### src/rtl/pbus_arb.sv
// Two-master round-robin arbiter for the peripheral bus with a per-transaction
// watchdog that turns hung or unmapped accesses into error responses.
module pbus_arb #(
  parameter int TIMEOUT     = 255,
  parameter int XLEN        = 32,
  parameter int BUS_WIDTH   = 32,
  parameter int BUS_ACC_CNT = 4,
  parameter int CW          = $clog2(TIMEOUT + 1),
  parameter int AW          = (BUS_ACC_CNT > 1) ? $clog2(BUS_ACC_CNT) : 1
) (
  input  logic                 clk,
  input  logic                 rst,
  input  logic                 m0_req,
  input  logic [XLEN-1:0]      m0_addr,
  input  logic                 m0_w_rb,
  input  logic [AW-1:0]        m0_acc,
  input  logic [BUS_WIDTH-1:0] m0_wdata,
  output logic                 m0_resp,
  output logic                 m0_err,
  output logic [BUS_WIDTH-1:0] m0_rdata,
  input  logic                 m1_req,
  input  logic [XLEN-1:0]      m1_addr,
  input  logic                 m1_w_rb,
  input  logic [AW-1:0]        m1_acc,
  input  logic [BUS_WIDTH-1:0] m1_wdata,
  output logic                 m1_resp,
  output logic                 m1_err,
  output logic [BUS_WIDTH-1:0] m1_rdata,
  output logic                 s_req,
  output logic [XLEN-1:0]      s_addr,
  output logic                 s_w_rb,
  output logic [AW-1:0]        s_acc,
  output logic [BUS_WIDTH-1:0] s_wdata,
  input  logic                 s_resp,
  input  logic [BUS_WIDTH-1:0] s_rdata,
  input  logic                 s_fault,
  output logic                 tmo_fault,
  output logic [XLEN-1:0]      tmo_addr
);

  localparam logic IDLE = 1'b0;
  localparam logic BUSY = 1'b1;

  logic            state_q, state_d;
  logic            grant_q, grant_d;
  logic            prio_q, prio_d;
  logic [CW-1:0]   cnt_q, cnt_d;
  logic [XLEN-1:0] tmoAddr_q, tmoAddr_d;

  logic winner;
  logic sel;
  logic active;
  logic timeout;
  logic done;

  // Ties go to the preferred master; with no request the m0 fields are shown.
  assign winner  = m1_req & (~m0_req | prio_q);
  assign sel     = (state_q == BUSY) ? grant_q : winner;
  assign active  = (state_q == BUSY) | m0_req | m1_req;
  assign timeout = (state_q == BUSY) & (cnt_q == CW'(TIMEOUT)) & ~s_resp & ~s_fault;
  assign done    = active & (s_resp | s_fault | timeout);

  assign s_addr  = sel ? m1_addr  : m0_addr;
  assign s_w_rb  = sel ? m1_w_rb  : m0_w_rb;
  assign s_acc   = sel ? m1_acc   : m0_acc;
  assign s_wdata = sel ? m1_wdata : m0_wdata;

  // Outputs are held quiet while reset is asserted so an aborted master sees nothing.
  assign s_req     = active & ~timeout & ~rst;
  assign tmo_fault = timeout & ~rst;
  assign m0_resp   = done & ~sel & ~rst;
  assign m1_resp   = done & sel & ~rst;
  assign m0_err    = m0_resp & ~s_resp;
  assign m1_err    = m1_resp & ~s_resp;
  assign m0_rdata  = s_rdata;
  assign m1_rdata  = s_rdata;
  assign tmo_addr  = tmoAddr_q;

  always_comb begin
    state_d   = state_q;
    grant_d   = grant_q;
    prio_d    = prio_q;
    cnt_d     = cnt_q;
    tmoAddr_d = tmoAddr_q;
    if (state_q == IDLE) begin
      if (m0_req | m1_req) begin
        if (s_resp | s_fault) begin
          prio_d = ~winner;
        end else begin
          state_d = BUSY;
          grant_d = winner;
          cnt_d   = CW'(1);
        end
      end
    end else begin
      if (done) begin
        state_d = IDLE;
        prio_d  = ~grant_q;
        cnt_d   = '0;
        if (timeout) tmoAddr_d = s_addr;
      end else begin
        cnt_d = cnt_q + CW'(1);
      end
    end
  end

  always_ff @(posedge clk or posedge rst) begin
    if (rst) begin
      state_q   <= IDLE;
      grant_q   <= 1'b0;
      prio_q    <= 1'b0;
      cnt_q     <= '0;
      tmoAddr_q <= '0;
    end else begin
      state_q   <= state_d;
      grant_q   <= grant_d;
      prio_q    <= prio_d;
      cnt_q     <= cnt_d;
      tmoAddr_q <= tmoAddr_d;
    end
  end

endmodule
### config.mk
export PLATFORM = sky130hd
export DESIGN_NAME = pbus_arb
export DESIGN_NICKNAME = d
export VERILOG_FILES = /design/src/rtl/pbus_arb.sv
export SDC_FILE = /design/constraint.sdc
export NUM_CORES = 1
export LEC_CHECK = 0
export CAP_MARGIN = 20
export CORE_AREA = 2 2 133 135
export CTS_BUF_LIST = sky130_fd_sc_hd__clkbuf_8
export CTS_CLUSTER_DIAMETER = 50
export CTS_CLUSTER_SIZE = 40
export DETAILED_ROUTE_END_ITERATION = 8
export DIE_AREA = 0 0 135 137
export PLACE_DENSITY_LB_ADDON = 0.15
export SLEW_MARGIN = 20
export SYNTH_ARGS = -nofsm -noshare
export SYNTH_HDL_FRONTEND = slang
export SYNTH_SLANG_ARGS = --single-unit
### constraint.sdc
create_clock -name clk -period 4.1 [get_ports clk]
set_input_delay 0.615 -clock clk [delete_from_list [all_inputs] [get_ports clk]]
set_output_delay 0.615 -clock clk [all_outputs]
set_load 0.02 [all_outputs]
# Yosys cells after proc, flatten, opt, wreduce, memory -nomap -nowiden
# Index checks and enable logic that the tools add are counted.
[op_classes]
bitwise = 30
mux = 17
reduce_logical = 6
eq_ne = 3
n_addsub = 1
[ops]
columns = ["operator", "n"]
rows = [
  ["two-way mux 32 bit", 2],
  ["two-way mux 8 bit", 4],
  ["AND 1 bit", 14],
  ["two-way mux 1 bit", 10],
  ["inverter 1 bit", 10],
  ["AND reduction 3 bit", 3],
  ["adder 8 x 1 -> 8 bit, second input constant", 1],
  ["equality test 8 bit, second input constant", 1],
  ["bitwise OR 1 bit", 6],
  ["nonzero test 2 bit", 2],
  ["two-way mux 2 bit", 1],
  ["inequality test 2 x 1 -> 1 bit, second input constant", 1],
  ["inequality test 2 bit, second input constant", 1],
  ["AND reduction 2 bit", 1],
]
[totals]
wordCells = 62
out_inout_bits = 169
ff_bits = 43
in_bits = 172

# Depth between registers and ports, before layout
[depth]
ltp_word = 9
mapped_depth = 7
depth_no_buf = 5

# Worst setup path after synthesis
# OpenSTA, ideal clock, no wires.
[synth_timing]
path_kind = "input -> output"
startpoint = "input s_fault"
endpoint = "output m0_err"
n_path_buf = 2
setup_slack_ns = 1.126
t_arrival_ns = 2.359
required_ns = 3.485
stages = 6
path_cell_list = "or3b_1 > buf_6 > nor4_4 > buf_6 > nor2_1 > nor4b_2"
[synth_via]
elab_chain_len = 7
elab_cells_between_ends = 8
classes_between = "bitwise: 8"
[synth_lines]
columns = ["item", "line_no", "text"]
rows = [
  ["start, declared", "36", "input logic s_fault,"],
  ["inverter 1 bit", "60", "assign timeout = (state_q == BUSY) & (cnt_q == CW'(TIMEOUT)) & ~s_resp & ~s_fault;"],
  ["AND 1 bit", "60", ""],
  ["bitwise OR 1 bit (*)", "61", "assign done = active & (s_resp | s_fault | timeout);"],
  ["AND 1 bit (*)", "61", ""],
  ["AND 1 bit (*) (2 in a row)", "71", "assign m0_resp = done & ~sel & ~rst;"],
  ["AND 1 bit (*)", "73", "assign m0_err = m0_resp & ~s_resp;"],
  ["end, declared", "19", "output logic m0_err,"],
]
# Every way passes the cells marked *; elsewhere a longest branch is shown, timed or not.

# Worst setup path in the final report
[layout_timing]
startpoint = "input m1_req"
endpoint = "output s_wdata[27]"
[layout_via]
elab_chain_len = 3
[layout_lines]
columns = ["item", "line_no", "text"]
rows = [
  ["start, declared", "21", "input logic m1_req,"],
  ["AND 1 bit", "57", "assign winner = m1_req & (~m0_req | prio_q);"],
  ["two-way mux 1 bit", "58", "assign sel = (state_q == BUSY) ? grant_q : winner;"],
  ["two-way mux 32 bit", "66", "assign s_wdata = sel ? m1_wdata : m0_wdata;"],
  ["end, declared", "33", "output logic [BUS_WIDTH-1:0] s_wdata,"],
]
# No other way between the ends.

==> impl_metrics.json <==
{
  "routed-wl-met2_mm": 6.691,
  "port_buffers": 244,
  "critPathMaxStageDelay_ns": 0.67,
  "relSlewSlack": 0.5938,
  "setup_ws_ns": 0.5086,
  "cts_buffer_depth": 2,
  "worst_pin_slew_ns": 0.6093,
  "overflow": 0,
  "ctsHoldBuffers": 0,
  "fin_crit_sh": 0.8760,
  "routed.top_layer": "met4",
  "place.gp.congestion": 0.9027,
  "hold_path.class": "reg2reg",
  "p_leak_nw": 2.205,
  "path_class": "in2out",
  "syn_avg_cell_area_sq_um": 10.95,
  "hpwl_mm": 11.19,
  "syn2layout_area_growth_pct": 72.89,
  "fin_nets": 643,
  "final.min_clock_period_ns": 3.591,
  "cp.arrival_ns": 2.98,
  "finalMaxSlewViolations": 0,
  "clk_latency_ns": 0.31,
  "finalWirelength_mm": 13.60,
  "fillCellCount": 1734,
  "ant_nets": 0,
  "powerDensity_mw_per_mm2": 261.8,
  "tritoncts": "yes",
  "grt_max_degree": 44,
  "drt-initial-drc-count": 51,
  "grt_pass1_vias": 3145,
  "cp_slowest_cell": "clkdlybuf4s50_1",
  "skew_ns": 0.008601,
  "path_max_fanout": 23,
  "antenna_cells": 0,
  "post_cts_resized": 0,
  "initial_core_util": 0.1862,
  "ys_warn_count": 0,
  "drc": 0,
  "outcome": "finished clean",
  "grt_pass1_wl_mm": 19.62,
  "crit_path_cell_trace": "clkdlybuf4s50_1 -> nand2b_1 -> o21ai_4 -> buf_12 -> mux2_2 -> clkdlybuf4s50_1",
  "netlist_area_sq_mm": 0.003176,
  "routed-wl-met3_mm": 1.409,
  "start_kind": "input pin",
  "setup_tns_ns": 0,
  "critPathCaptureType": "output port",
  "vias": 2854,
  "synth.net_count": 463,
  "ctsHtreeMaxLevel": 2,
  "design_area_sq_mm": 0.005490,
  "drive_gt1_frac": 0.2484,
  "grt_use_total": 0.1442,
  "die_height_um": 137,
  "ir_worst_vdd_v": 0.0001494,
  "crit_required_ns": 3.48,
  "synthCells": 290,
  "coreArea_sq_mm": 0.01706,
  "rsz0062_at_grt": "false",
  "fmax_ghz": 0.2784,
  "clk_pin_slew_ns": 0.09,
  "viasPerCell": 4.101,
  "post-cts-setup-buffers": 0,
  "row_count": 48,
  "maxCapViolations": 0,
  "final_cell_mix": "clkdlybuf4s50_1, mux2_2, dfrtp_1, nand2_1, o21ai_0",
  "synth.ff_latch_count": 43,
  "root_buffer": "clkbuf_8",
  "top_level_ports": 341,
  "crit_top_cell": "clkdlybuf4s50_1",
  "setup_viol": 0,
  "cts_buffers": 5,
  "wl_per_cell_um": 19.54,
  "placed_area_sq_mm": 0.005405,
  "dieArea_sq_mm": 0.01850,
  "die_w_um": 135,
  "post-place-ws_ns": 0.4753,
  "antenna_found_initial": 0,
  "seq_area_frac_synth": 0.3388,
  "yosysUniqueCellTypes": 31,
  "mostFrequentLayoutCell": "clkdlybuf4s50_1",
  "drt-pass1-iter-count": 4,
  "cts_sinks": 43,
  "hold_viol_final": 0,
  "wl_met1_mm": 5.146
}
==> power by group <==
part / switching [mW] / leakage (nW) / total [mW] / internal [mW]
logic: 0.315 / 1.57 / 0.706 / 0.391
clock network: 0.171 / 0.0453 / 0.288 / 0.117
registers: 0.0101 / 0.592 / 0.443 / 0.433
total: 0.496 / 2.21 / 1.44 / 0.941
==> area by class of cell <==
class	instances	area [sq um]	area share
well taps	225	281.5	0.05128
clock buffers	5	68.82	0.01253
clock inverters	3	16.27	0.002963
flip-flops and latches	43	1076	0.1960
repair buffers	249	2505	0.4562
multi-input cells	169	1535	0.2796
inverters	2	7.507	0.001367
==> final timing paths <==
path | startpoint | endpoint | slack (ns) | cells past startpoint
hold / removal | tmo_addr[12]$_DFFE_PP0P_ | tmo_addr[12]$_DFFE_PP0P_ | 0.51 | 1
max in group asynchronous | rst | tmo_addr[21]$_DFFE_PP0P_ | 2.83 | 3
setup reg to reg | state_q$_DFF_PP0_ | tmo_addr[0]$_DFFE_PP0P_ | 1.64 | 5
min in group asynchronous | rst | grant_q$_DFFE_PP0P_ | 0.82 | 3
hold reg to reg | tmo_addr[12]$_DFFE_PP0P_ | tmo_addr[12]$_DFFE_PP0P_ | 0.51 | 1
setup / recovery | m1_req | s_wdata[27] | 0.51 | 6
==> cells in the mapped netlist <==
library cell / instances / area [sq um]
nor4b_2: 1 / 15.01
nand4_1: 2 / 12.51
a311oi_1: 1 / 8.760
or3b_1: 1 / 8.760
nand3_1: 3 / 15.01
dfrtp_1: 43 / 1076
nand2_1: 12 / 45.04
nor3_1: 3 / 15.01
nand2b_1: 2 / 12.51
o211ai_1: 1 / 7.510
a31oi_1: 1 / 6.260
a21o_1: 5 / 37.54
o21a_1: 1 / 7.510
nor2b_1: 3 / 18.77
o21ai_0: 10 / 50.05
or2_2: 2 / 12.51
inv_1: 2 / 7.510
a21oi_1: 3 / 15.01
or4_1: 1 / 7.510
o21ai_1: 1 / 5.000
mux2_2: 99 / 1115
ha_1: 1 / 12.51
buf_4: 65 / 488.0
buf_2: 7 / 35.03
xor2_1: 1 / 8.760
nor4_1: 3 / 18.77
nor2_1: 9 / 33.78
and2_1: 1 / 6.260
buf_6: 4 / 45.04
nor4_4: 1 / 21.27
o21bai_1: 1 / 7.510
==> routing by layer <==
metal,track usage,up-vias
met1,0.1585,1325
met2,0.2575,185
met3,0.05259,30
met5,0,-
li1,-,1314
met4,0.04803,0
==> metrics by stage <==
step                      power [mW]  hold WS (ns)  std cells    util
after floorplan               0.8692        0.4913        290       -
after detailed placement       1.164        0.4948        688  0.3169
after global placement         1.164        0.4904        688  0.3169
after global routing           1.508        0.5273        696  0.3219
final                          1.437        0.5139        696  0.3219
after CTS                      1.465        0.5172        696  0.3219
==> sequential cells by signal, indices dropped and copies added, names as in the netlist <==
register / flops
state_q: 1
cnt_q: 8
grant_q: 1
prio_q: 1
tmo_addr: 32
==> cell families after synthesis <==
group                      count (synthesis)  share of synthesized area
AOI/OAI and AO/OA                         24                    0.04571
xor gates and xnor gates                   1                   0.002759
adders and majority gates                  1                   0.003939
buffers and inverters                     78                     0.1812
DFF                                       43                     0.3388
muxes                                     99                     0.3511
and+or+nand+nor                           44                    0.07643
==> worst max-delay path, delay by kind of cell <==
| kind | cells | cell delay, ns |
|---|---|---|
| AND/OR/NAND/NOR | 1 | 0.11 |
| AO/OA/AOI/OAI | 1 | 0.42 |
| buffers and inverters | 3 | 1.45 |
| multiplexers | 1 | 0.36 |
(Power assumes the default switching activity.)
